### config.mk
export PLATFORM = sky130hd
export DESIGN_NAME = rv_fetch_ctrl
export DESIGN_NICKNAME = d
export VERILOG_FILES = /design/src/rtl/rv_fetch_ctrl_pkg.sv /design/src/rtl/rv_fetch_ctrl_add.sv /design/src/rtl/rv_fetch_ctrl.sv
export SDC_FILE = /design/constraint.sdc
export NUM_CORES = 1
export LEC_CHECK = 0
export CORE_MARGIN = 2
export CORE_UTILIZATION = 40
export CTS_CLUSTER_DIAMETER = 40
export DETAILED_ROUTE_END_ITERATION = 12
export PLACE_DENSITY = 0.74
export RECOVER_POWER = 100
export SLEW_MARGIN = 20
export SYNTH_ARGS = -nofsm -noshare
export SYNTH_HDL_FRONTEND = slang
export SYNTH_SLANG_ARGS = --single-unit
### constraint.sdc
create_clock -name i_clk -period 1.7 [get_ports i_clk]
set_input_delay 0.255 -clock i_clk [delete_from_list [all_inputs] [get_ports i_clk]]
set_output_delay 0.255 -clock i_clk [all_outputs]
set_load 0.01 [all_outputs]
### src/rtl/rv_fetch_ctrl_pkg.sv
// Shared definitions for the instruction-fetch front end: FSM states and
// halfword/word widths.
package rv_fetch_ctrl_pkg;

  typedef enum logic [1:0] {
    ST_CLEAR = 2'd0,
    ST_IDLE  = 2'd1,
    ST_REQ   = 2'd2,
    ST_DROP  = 2'd3
  } fetch_state_t;

  localparam int HALF_W = 16;
  localparam int WORD_W = 32;

endpackage

### src/rtl/rv_fetch_ctrl_add.sv
// Generic combinational adder with carry-in; the sum wraps modulo 2^WIDTH.
module rv_fetch_ctrl_add #(
  parameter int WIDTH = 8
) (
  input  logic [WIDTH-1:0] a,
  input  logic [WIDTH-1:0] b,
  input  logic             cin,
  output logic [WIDTH-1:0] sum
);

  assign sum = a + b + {{(WIDTH-1){1'b0}}, cin};

endmodule

### src/rtl/rv_fetch_ctrl.sv
// Fetch controller: issues word requests, splits returned words into halfwords
// and pushes them into the fetch buffer, handling misaligned starts and flushes.
module rv_fetch_ctrl
  import rv_fetch_ctrl_pkg::*;
#(
  parameter int                         IADDR_SPACE_BITS = 16,
  parameter logic [IADDR_SPACE_BITS-1:1] RESET_PC        = '0
) (
  input  logic                          i_clk,
  input  logic                          i_reset_n,
  input  logic                          i_flush,
  input  logic [IADDR_SPACE_BITS-1:1]   i_flush_pc,
  output logic                          o_ibus_req,
  output logic [IADDR_SPACE_BITS-1:2]   o_ibus_addr,
  input  logic                          i_ibus_ack,
  input  logic [WORD_W-1:0]             i_ibus_data,
  input  logic                          i_buf_not_full,
  output logic                          o_buf_clear_n,
  output logic [IADDR_SPACE_BITS-1:1]   o_buf_pc,
  output logic [HALF_W-1:0]             o_data_lo,
  output logic [HALF_W-1:0]             o_data_hi,
  output logic                          o_push_single,
  output logic                          o_push_double
);

  localparam int WA_W = IADDR_SPACE_BITS - 2;

  fetch_state_t                 state;
  logic [IADDR_SPACE_BITS-1:1]  fa;
  logic                         skip_lo;
  logic [WA_W-1:0]              fa_word_inc;

  rv_fetch_ctrl_add #(
    .WIDTH (WA_W)
  ) u_fa_inc (
    .a   (fa[IADDR_SPACE_BITS-1:2]),
    .b   ({{(WA_W-1){1'b0}}, 1'b1}),
    .cin (1'b0),
    .sum (fa_word_inc)
  );

  always_ff @(posedge i_clk or negedge i_reset_n) begin
    if (!i_reset_n) begin
      state         <= ST_CLEAR;
      fa            <= RESET_PC;
      skip_lo       <= RESET_PC[1];
      o_ibus_req    <= 1'b0;
      o_ibus_addr   <= '0;
      o_buf_clear_n <= 1'b0;
      o_buf_pc      <= RESET_PC;
      o_data_lo     <= '0;
      o_data_hi     <= '0;
      o_push_single <= 1'b0;
      o_push_double <= 1'b0;
    end else begin
      // Pushes and clear are single-cycle pulses unless re-armed below.
      o_push_single <= 1'b0;
      o_push_double <= 1'b0;
      o_buf_clear_n <= 1'b1;

      if (i_flush) begin
        o_buf_clear_n <= 1'b0;
        o_buf_pc      <= i_flush_pc;
        fa            <= i_flush_pc;
        skip_lo       <= i_flush_pc[1];
        // An unacked request must still be seen through; its data is dropped.
        if (o_ibus_req && !i_ibus_ack) begin
          state <= ST_DROP;
        end else begin
          state      <= ST_CLEAR;
          o_ibus_req <= 1'b0;
        end
      end else begin
        case (state)
          ST_CLEAR: begin
            state <= ST_IDLE;
          end
          ST_IDLE: begin
            if (i_buf_not_full) begin
              o_ibus_req  <= 1'b1;
              o_ibus_addr <= fa[IADDR_SPACE_BITS-1:2];
              state       <= ST_REQ;
            end
          end
          ST_REQ: begin
            if (i_ibus_ack) begin
              o_data_lo     <= i_ibus_data[HALF_W-1:0];
              o_data_hi     <= i_ibus_data[WORD_W-1:HALF_W];
              o_push_double <= !skip_lo;
              o_push_single <= skip_lo;
              fa            <= {fa_word_inc, 1'b0};
              skip_lo       <= 1'b0;
              if (i_buf_not_full) begin
                o_ibus_addr <= fa_word_inc;
              end else begin
                o_ibus_req <= 1'b0;
                state      <= ST_IDLE;
              end
            end
          end
          ST_DROP: begin
            if (i_ibus_ack) begin
              o_ibus_req <= 1'b0;
              state      <= ST_IDLE;
            end
          end
          default: state <= ST_CLEAR;
        endcase
      end
    end
  end

endmodule

## Word level (Yosys, flattened, before mapping)

Cells that the tools add are included.

- Register bits: 83
- Input port bits: 52
- Output and inout bits: 65
- Logic and storage cells: 67

- Add/subtract/negate cells: 1
- Equal/unequal tests: 11
- Mux-type cells: 30
- Bitwise gates (word level): 1
- Reductions and logical operators: 13

Operator list:

| kind | count |
|---|---|
| two-way mux 15 bit | 3 |
| two-way mux 14 bit | 3 |
| one-hot mux 14 bit (2 select lines) | 1 |
| two-way mux 1 bit | 15 |
| adder 14 x 1 -> 14 bit (second input constant) | 1 |
| two-way mux 2 bit | 6 |
| inequality test 3 bit (second input constant) | 4 |
| inequality test 2 bit (second input constant) | 4 |
| one-hot mux 2 bit (4 select lines) | 1 |
| AND reduction 6 bit | 1 |
| nonzero test 2 bit | 3 |
| AND reduction 5 bit | 1 |
| equality test 2 bit (second input constant) | 2 |
| AND reduction 4 bit | 1 |
| nonzero test 4 bit | 1 |
| one-hot mux 1 bit (3 select lines) | 1 |
| AND reduction 3 bit | 1 |
| equality test 2 x 1 -> 1 bit (second input constant) | 1 |
| logical NOT 1 bit | 2 |
| logical NOT 2 bit | 1 |
| AND reduction 2 bit | 1 |
| logical AND 1 bit | 1 |
| NOT 1 bit | 1 |

## Depth between registers and ports, before layout

Gate-level depths: netlist (run 1).

- Word-level depth: 4
- Mapped depth: 8

## By module

Synthesis (run 1) repeated with hierarchy kept, for this count alone.

- Cell total of the unflattened synthesis: 350
- Area total of the unflattened synthesis: 4,157.7 µm²

Modules (own cells, without submodules):

| module | instances | cells an instance | area each (µm²) |
|---|---|---|---|
| rv_fetch_ctrl | 1 | 263 | 3,484.6 |
| rv_fetch_ctrl_add | 1 | 87 | 673.1 |

## Least setup slack after synthesis (run 1)

No wires, ideal clock.

- Kind: reg2reg
- From: register state[0]
- To: register o_ibus_addr[2] (netlist name)
- Setup time: 0.138 ns
- Arrival: 1.559 ns
- Setup slack: 0.004 ns
- Stages on the path, launching flop included: 8
- Buffers on the path: 2
- Clock period less this slack: 1.696 ns
- Cell sequence: dfrtp_1 -> inv_1 -> ha_1 -> buf_2 -> nor2_1 -> o2111ai_2 -> clkbuf_1 -> o21ai_0

- Word-level cells in the longest chain between the ends: 3
- Elaborated cells on any way between the ends: 8
- Classes of those cells: eq/ne: 5; mux: 1; reduce/logical: 2

RTL lines:

| what | RTL line | source |
|---|---|---|
| start, declared | rv_fetch_ctrl.sv:28 | `fetch_state_t state;` |
| start signal, assigned | rv_fetch_ctrl.sv:44 | `state <= ST_CLEAR;` |
| start signal, assigned | rv_fetch_ctrl.sv:68 | `state <= ST_DROP;` |
| start signal, assigned | rv_fetch_ctrl.sv:70 | `state <= ST_CLEAR;` |
| equality test 2 x 1 -> 1 bit / equality test 2 bit (equally long branches) | rv_fetch_ctrl.sv:74 | `case (state)` |
| inequality test 2 bit (no line) / nonzero test 2 bit (equally long branches) | -- |  |
| AND reduction 5 bit (no line) | -- |  |
| end signal, assigned | rv_fetch_ctrl.sv:81 | `o_ibus_addr <= fa[IADDR_SPACE_BITS-1:2];` |
| end signal, assigned | rv_fetch_ctrl.sv:94 | `o_ibus_addr <= fa_word_inc;` |
| end, declared | rv_fetch_ctrl.sv:14 | `output logic [IADDR_SPACE_BITS-1:2] o_ibus_addr,` |

Parallel ways exist; a longest one is shown, timed or not.
A chain may end at the register's enable or synchronous reset.

## Worst setup path after layout (run 1)

- From: register state[0]
- To: register fa[15] (netlist name)

- Word-level cells in the longest chain between the ends: 3

RTL lines:

| what | RTL line | source |
|---|---|---|
| equality test 2 bit | rv_fetch_ctrl.sv:74 |  |
| nonzero test 2 bit (no line) | -- |  |
| AND reduction 2 bit (no line) | -- |  |
| end signal, assigned | rv_fetch_ctrl.sv:64 | `fa <= i_flush_pc;` |
| end signal, assigned | rv_fetch_ctrl.sv:91 | `fa <= {fa_word_inc, 1'b0};` |
| end, declared | rv_fetch_ctrl.sv:29 | `logic [IADDR_SPACE_BITS-1:1] fa;` |

No other way between the ends.

==> impl_metrics.tcl, run 1 <==
set metrics [dict create \
    tightest_slew_ns 0.755 \
    cpPeakStageDelay_ns 0.51 \
    clock_latency_ns 0.34 \
    synth_area_leaders "dfrtp_1, mux2_1, xnor2_1" \
    wl_mm 8.10 \
    place.gp.congestion 0.785 \
    cp_top_family "simple AND/OR/NAND/NOR gates" \
    dp_cells 549 \
    die_h_um 99.3 \
    cts_root_buffer "clkbuf_8" \
    share_seq_of_total_power_pct 42.4 \
    syn_area_um2 3630 \
    criticalPathCategory "flip-flop to flip-flop" \
    synth_top_area_share_pct 56.5 \
    synth_flop_cell "dfrtp_1" \
    place_ws_ns -0.0939 \
    critPathMaxFanout 7 \
    drive_gt1_share_pct 10.5 \
    period_minus_slack_ns 1.68 \
    clock-skew-final_ns 0.00798 \
    postSynthAreaPerCell_um2 11.2 \
    p_switching_mw 2.13 \
    cp.required_ns 1.98 \
    path_cells "inv_1 > ha_2 > nand4_1 > buf_4 > or4b_1 > nand3_1" \
    synth_most_common_cell "dfrtp_1" \
    wl_per_cell_um 14.3 \
    setup_tns_ns 0 \
    diodes 0 \
    hold_class "flip-flop to flip-flop" \
    cts-buffers-inserted 9 \
    die_x_um 99.3 \
    synthesis.nets 381 \
    dieArea_um2 9860 \
    ys_top_cells_by_count "dfrtp_1, nand2_1, o21ai_0, mux2_1, inv_1" \
    yosysWarnings 0 \
    worst_slack_ns 0.0188 \
    cap_violations 0 \
    synth_seq_cells 82 \
    synth_edf_count 0 \
    clk_pin_slew_ns 0.08 \
    overflow 0 \
    clockBufferDepth 2 \
    crit_slowest_cell "or4b_1" \
    dp_hpwl_mm 6.10 \
    cp.arrival_ns 1.96 \
    cts_tree "yes" \
    setup_viol 0 \
    cp-start-kind "flip-flop" \
    cts.sinks 82 \
    grt_pass1_wl_mm 13.0 \
    fin_cells 565 \
    yosys.cell_types.count 37 \
    synth_cells 323 \
    start_util_pct 41.4 \
    yosys.area.top_type "dfrtp_1" \
    drtAntennaViolNets 0 \
    post_cts_buffers 0 \
    firstDrtPassIters 4 \
    num_vias 2808 \
    grt_usage_pct 16.4 \
    cp_num_buf_inv 2 \
    power_mw 6.91 \
    rows 34 \
    timing_hold_violations_final 0 \
    grt_max_degree 46 \
    vias_per_cell 4.97 \
    yosysSeqAreaShare_pct 56.5 \
    grt_pass1_vias 2710 \
    max_freq_mhz 595 \
    period_share_pct 98.9 \
    drtIter0Drc 87 \
    switching_share_pct 30.8 \
    core_um2 8760 \
    final_nets 511 \
    peakVddDrop_uv 491 \
    hold_slack_ns 0.478 \
    status "complete, no violations" \
    p_leak_nw 2.29 \
    port_buffers 116 \
    maxSlewHeadroom_pct 49.7 \
    critPathCaptureType "flip-flop" \
    internal_power_mw 4.78 \
    syn_to_final_growth_pct 44.1 \
    synth-async-reset-ratio_pct 100 \
    drcViolationCount 0 \
    power_frac_clock_pct 21.0 \
    cts-htree-levels 3 \
    io_pins 117 \
    slew_viol_final 0 \
    rsz0062_at_grt "true" \
    comb_power_share_pct 36.6 \
    antenna_found_initial 0 \
    cellPowerDensity_nw_per_um2 1320 \
]
layer usage:
layer | up-vias | routed length (µm) | GRT usage (%)
li1 | 1357 | - | -
met5 | - | 0 | 0
met2 | 121 | 3550 | 24.8
met4 | 0 | 148 | 6.43
met1 | 1315 | 3810 | 22.9
met3 | 15 | 580 | 4.08
power groups by stage:
stage / Clock [mW] / Sequential, mW / Combinational, mW
detailed placement: 0 / 3.00 / 2.76
finish: 1.45 / 2.93 / 2.53
floorplan: 0 / 3.22 / 0.902
global placement: 0 / 2.96 / 2.70
global route: 1.58 / 3.02 / 2.75
CTS: 1.50 / 2.96 / 2.77
state kept, by name (all words and copies together) (netlist names):
name           count
o_data_hi         16
skip_lo            1
o_ibus_addr       14
o_push_single      1
fa                14
state              2
o_buf_pc          15
o_data_lo         16
o_ibus_req         1
o_buf_clear_n      1
o_push_double      1
logic make-up after synthesis:
family                   share of synthesized area (%)
adder cells (fa/ha/maj)                           2.07
XOR/XNOR                                          5.79
AND/OR/NAND/NOR                                   11.6
AO/OA/AOI/OAI                                     8.34
buffers and inverters                             4.34
flip-flops                                        56.5
multiplexers                                      11.3
metrics by stage:
step	area, µm²	util [%]
2_1_floorplan	3630	-
3_3_place_gp	5020	57.3
4_1_cts	5230	59.7
3_5_place_dp	5020	57.3
6_report	5230	59.7
5_1_grt	5230	59.7
layout by cell type (no fill, tap or decap), types with 2 or more instances in the layout:
cell              n
nor2_1           12
o21ai_2           2
dfrtp_1          81
nor3_1            2
and3_1            2
o21ai_1           8
mux2i_1           4
nor4_1            3
nor4_2            6
nand4_1           2
clkbuf_2          2
clkdlybuf4s50_1  49
nand3_1           8
clkbuf_1          5
inv_1            23
nand2_1          38
bufinv_16         2
o21ai_0          35
buf_6             2
ha_2              2
dlygate4sd3_1    67
ha_1              4
clkbuf_4          4
buf_4             7
xnor2_1          21
xor2_1            3
clkbuf_8          9
o31a_1            2
mux2_2            3
nand2b_1          2
mux2_1           30
worst reg2reg max path: cells and delay by family (launching register included):
| family | cells | cell delay, ns |
|---|---|---|
| buffers and inverters | 2 | 0.28 |
| adders and majority gates | 1 | 0.25 |
| and+or+nand+nor | 3 | 0.72 |
| DFF | 1 | 0.38 |
path summary, 6_finish.rpt:
kind	from	endpoint	slack, ns	cells after the start
max in group asynchronous	i_reset_n	o_buf_clear_n	0.23	3
worst max-delay path	state[0]	fa[15]	0.02	6
worst min-delay path	skip_lo	o_push_double	0.48	1
worst max register to register	state[0]	fa[15]	0.02	6
worst min register to register	skip_lo	o_push_double	0.48	1
min in group asynchronous	i_reset_n	o_data_hi[8]	0.51	2
layout make-up:
cell class	count	area [µm²]
clock buffer	12	135
inverter	23	86.3
multi-input combinational	203	1450
clock inverter	3	65.1
fill	714	3530
timing repair buffer	134	1300
tap	108	135
sequential	82	2050
repair_timing:
item	CTS	global route
hold buffers	1	0
endpoints found under the hold margin	28	0
endpoints found under the setup margin	0	22
gates resized for setup	0	8
Power figures use the tool's default switching activity.
==> run 2, diff against run 1 <==
TNS_END_PERCENT = 5   (was default)
==> run 2 against run 1 <==
Net effect:
- first-iteration DRC count shrank 16%
- largest cell class unchanged
- cell count did not move
- utilization fell by 0.13 points
- critical endpoint unchanged
- sequential cell count is the same
- largest power group unchanged
- die area stayed put
- count of clock-buffer cells in the layout unchanged
- sequential share of layout area up 0.085 points
==> impl_metrics.tcl, run 2 (synthesis results as in run 1) <==
set metrics [dict create \
    internal_power_mw 4.78 \
    drtIter0Drc 73 \
    grt_usage_pct 16.4 \
    r2r_cells 6 \
    mostFrequentLayoutCells "dfrtp_1, dlygate4sd3_1, clkdlybuf4s50_1" \
    syn_to_final_growth_pct 43.8 \
    grt_max_degree 46 \
    cts_tree "yes" \
    grt_pass1_vias 2710 \
    max_freq_mhz 601 \
    clk_pin_slew_ns 0.08 \
    comb_power_share_pct 36.6 \
    r2r-start "state[0]" \
    rows 34 \
    postLayoutCellArea_um2 5220 \
    tightest_slew_ns 0.744 \
    port_buffers 116 \
    cellPowerDensity_nw_per_um2 1320 \
    criticalPathCategory "flip-flop to flip-flop" \
    power_frac_clock_pct 21.0 \
    cp.arrival_ns 1.94 \
    drive_gt1_share_pct 10.1 \
    placed_cell_area_um2 5020 \
    hold_slack_ns 0.477 \
    wl_per_cell_um 14.2 \
    setup_viol 0 \
    place.gp.congestion 0.785 \
    share_seq_of_total_power_pct 42.5 \
    critPathMaxFanout 7 \
    final_util_pct 59.6 \
    hold_class "flip-flop to flip-flop" \
    peakVddDrop_uv 491 \
    cts-htree-levels 3 \
    gr-usage-met3_pct 4.08 \
    slew_viol_final 0 \
    p_leak_nw 2.29 \
    reg.largest.list "o_data_hi (16), o_data_lo (16), o_buf_pc (15)" \
    clock-skew-final_ns 0.00740 \
    rsz0062_at_grt "true" \
    crit_start "state[0]" \
    critPathCaptureType "flip-flop" \
    period_minus_slack_ns 1.66 \
    cts.sinks 82 \
    dieArea_um2 9860 \
    firstDrtPassIters 5 \
    cts-buffers-inserted 9 \
    hold_depth 1 \
    grt_pass1_wl_mm 13.0 \
    diodes 0 \
    cts_root_buffer "clkbuf_8" \
    maxSlewHeadroom_pct 50.4 \
    start_util_pct 41.4 \
    antenna_found_initial 0 \
    final_common_cell "dfrtp_1" \
    vias_per_cell 4.94 \
    period_share_pct 97.9 \
    io_pins 117 \
    core_um2 8760 \
    p_switching_mw 2.12 \
    timing_hold_violations_final 0 \
    grt_use_met2_pct 24.8 \
    worstHoldStart "skip_lo" \
    overflow 0 \
    drcViolationCount 0 \
    cp.required_ns 1.98 \
    clockBufferDepth 2 \
    cap_violations 0 \
    cp-start-kind "flip-flop" \
    final_nets 511 \
    grt.busiest_layer "met2" \
    drtAntennaViolNets 0 \
    die_x_um 99.3 \
    dp_hpwl_mm 6.10 \
    power_mw 6.90 \
    status "complete, no violations" \
    wl_mm 8.01 \
    switching_share_pct 30.7 \
    die_h_um 99.3 \
    clock_latency_ns 0.34 \
    num_vias 2789 \
    met1_usage_pct 22.9 \
]
-- run 2: cell counts in the layout (fill, tap and decap cells not counted) --
No cell type changed its count.
-- run 2: repair_timing --
action | 4_1_cts | 5_1_grt
hold buffers | 1 | 0
endpoints found under the hold margin | 28 | 0
setup buffers | 0 | 0
endpoints found under the setup margin | 0 | 22
resized for setup | 0 | 6
-- run 2: critical path, stage by stage (launching register included) --
cell     delay, ns
dfrtp_1       0.38
inv_1         0.10
ha_2          0.24
nand4_1       0.11
buf_4         0.18
or4b_1        0.50
nand3_1       0.09
-- run 2: routing by layer --
| layer | wire, µm | share of wire [%] | vias up |
|---|---|---|---|
| met2 | 3490 | 44 | 123 |
| met5 | 0 | 0 | - |
| met1 | 3770 | 47 | 1293 |
| li1 | - | - | 1358 |
| met3 | 601 | 7.5 | 15 |
| met4 | 150 | 1.9 | 0 |
-- run 2: path summary, 6_finish.rpt --
path                            endpoint  slack, ns
max                               fa[15]       0.04
min in group asynchronous   o_data_hi[8]       0.50
min reg2reg                o_push_double       0.48
min                        o_push_double       0.48
max in group asynchronous  o_buf_clear_n       0.24
max reg2reg                       fa[15]       0.04
-- run 2: final cells by class --
type	instances	area (µm²)
clock inverter	3	65.1
fill	715	3540
multi-input combinational	203	1440
clock buffer	12	135
sequential	82	2050
inverter	23	86.3
timing repair buffer	134	1300
tap	108	135
-- run 2: power groups by stage --
stage	clock [mW]	combinational, mW	sequential [mW]
after floorplan	0	0.902	3.22
after global placement	0	2.70	2.96
after detailed placement	0	2.76	3.00
after CTS	1.50	2.77	2.96
after global routing	1.58	2.75	3.02
final	1.45	2.52	2.93
-- run 2: per-stage QoR --
stage	TNS, ns	instances	setup WS [ns]
global route	-0.109	565	-0.0382
floorplan	0	323	0.00374
CTS	0	565	0.00772
finish	0	565	0.0355
global placement	-0.663	549	-0.0609
detailed placement	-1.48	549	-0.0939
==> run 3, diff against run 2 <==
CORE_UTILIZATION = 42   (was 40)
CTS_CLUSTER_DIAMETER = 150   (was 40)
PLACE_DENSITY = 0.77   (was 0.74)
==> run 3 against run 2 <==
Net effect:
- cell count is 0.35% lower
- routed wire length up 1.2%
- setup slack lost 0.027 ns
- highest routed layer unchanged
- sequential power about the same
- first-iteration DRC count grew 22%
- critical path type unchanged
- non-clock buffer count is 1 higher
- clock skew increased by 0.0028 ns
==> impl_metrics.tcl, run 3 (synthesis results as in run 1) <==
set metrics [dict create \
    status "complete, no violations" \
    drive_gt1_share_pct 11.4 \
    cp.required_ns 1.97 \
    r2r_cells 6 \
    critPathMaxFanout 7 \
    period_share_pct 99.5 \
    die_x_um 97.0 \
    dp_cells 547 \
    setup_viol 0 \
    period_minus_slack_ns 1.69 \
    antenna_found_initial 0 \
    cts-buffers-inserted 9 \
    comb_power_share_pct 37.4 \
    cts_tree "yes" \
    cp-start-kind "flip-flop" \
    drcViolationCount 0 \
    cts.sinks 82 \
    crit_slowest_cell "or4b_1" \
    cts-htree-levels 3 \
    wl_per_cell_um 14.4 \
    timing_hold_violations_final 0 \
    io_pins 117 \
    diodes 0 \
    switching_share_pct 31.6 \
    place.gp.congestion 0.809 \
    clock_latency_ns 0.34 \
    cp.arrival_ns 1.97 \
    die_h_um 97.0 \
    vias_per_cell 4.93 \
    cpPeakStageDelay_ns 0.50 \
    grt_pass1_wl_mm 13.3 \
    clk_pin_slew_ns 0.08 \
    r2r-start "state[0]" \
    hold_class "flip-flop to flip-flop" \
    cap_violations 0 \
    overflow 0 \
    clock-skew-final_ns 0.0102 \
    cts_root_buffer "clkbuf_8" \
    rsz0062_at_grt "true" \
    drtIter0Drc 89 \
    grt_max_degree 83 \
    final_nets 512 \
    maxSlewHeadroom_pct 27.0 \
    fin_cells 563 \
    num_vias 2776 \
    worstHoldStart "skip_lo" \
    reg.largest.list "o_data_hi (16), o_data_lo (16), o_buf_pc (15)" \
    rows 33 \
    tightest_slew_ns 1.09 \
    start_util_pct 43.8 \
    core_um2 8300 \
    cellPowerDensity_nw_per_um2 1300 \
    dp_hpwl_mm 5.86 \
    criticalPathCategory "flip-flop to flip-flop" \
    share_seq_of_total_power_pct 42.9 \
    internal_power_mw 4.64 \
    syn_to_final_growth_pct 43.5 \
    regToRegEndpoint "fa[15]" \
    mostFrequentLayoutCells "dfrtp_1, dlygate4sd3_1, clkdlybuf4s50_1" \
    p_leak_nw 2.28 \
    wl_mm 8.11 \
    grt_usage_pct 17.5 \
    hold_depth 1 \
    power_frac_clock_pct 19.7 \
    final_common_cell "dfrtp_1" \
    port_buffers 116 \
    firstDrtPassIters 4 \
    dieArea_um2 9410 \
    clockBufferDepth 2 \
    critPathCaptureType "flip-flop" \
    max_freq_mhz 591 \
    drtAntennaViolNets 0 \
    path_cells "inv_1 > ha_2 > nand4_1 > buf_4 > or4b_1 > nand3_1" \
    hold_end "o_push_double" \
    final_util_pct 62.8 \
    slew_viol_final 0 \
    grt_pass1_vias 2783 \
    p_switching_mw 2.15 \
    power_mw 6.79 \
    rrSetupSlack_ns 0.009 \
    peakVddDrop_uv 492 \
]
## run 3: changes by cell type in the layout (fill, tap and decap cells not counted), moves of 2 or more
cell	previous run	this run
nor4_1	4	2
o21ai_1	9	12
nor4_2	5	7
o21ai_0	34	31
clkbuf_1	5	1
buf_4	7	14
clkbuf_4	4	2
## run 3: cell type report
cell class	instances	area, µm²
Clock buffer	10	128
Clock inverter	5	56.3
Fill cell	689	3090
Inverter	23	86.3
Multi-Input combinational cell	203	1450
Sequential cell	82	2050
Tap cell	105	131
Timing Repair Buffer	135	1300
## run 3: power by group through the flow
stage | Sequential, mW | Combinational [mW] | Clock, mW
6_report | 2.91 | 2.54 | 1.34
5_1_grt | 3.01 | 2.77 | 1.47
4_1_cts | 2.94 | 2.80 | 1.39
3_5_place_dp | 2.98 | 2.78 | 0
3_3_place_gp | 2.94 | 2.72 | 0
2_1_floorplan | 3.22 | 0.902 | 0
## run 3: worst max-delay path by stage
stage	startpoint	slack [ns]	depth (start not counted)	to
2_1_floorplan	state[0]	0.004	7	o_ibus_addr[2]
3_3_place_gp	i_ibus_ack	-0.07	7	fa[11]
3_5_place_dp	i_ibus_ack	-0.09	6	fa[15]
4_1_cts	fa[5]	0.009	4	fa[11]
5_1_grt	state[0]	-0.08	6	fa[15]
6_report	state[0]	0.009	6	fa[15]
## run 3: what timing repair did
action | CTS | global route
hold buffers | 1 | 0
buffers inserted | 0 | 0
endpoints found under the hold margin | 82 | 0
setup endpoints to repair | 3 | 22
resized for setup | 3 | 6
## run 3: worst max-delay path, delay by kind of cell (launching register included)
family        cells  cell delay, ns
simple gates      3            0.72
fa+ha+maj         1            0.26
flops             1            0.38
buf+inv           2            0.26
## run 3: per-layer routing
layer / share of wire (%) / GRT usage, % / up-vias
li1: - / - / 1354
met1: 48 / 23.6 / 1312
met2: 45 / 26.7 / 102
met3: 5.8 / 4.84 / 8
met4: 1.4 / 7.15 / 0
met5: 0 / 0 / -
## run 3: stage by stage
stage	hold slack, ns	worst slack, ns	instance area (µm²)	setup TNS [ns]
final	0.471	0.00870	5210	0
after detailed placement	0.320	-0.0934	5030	-1.31
after CTS	0.462	0.00903	5240	0
after floorplan	-0.0406	0.00374	3630	0
after global placement	0.313	-0.0655	5030	-0.527
after global routing	0.479	-0.0790	5210	-0.289
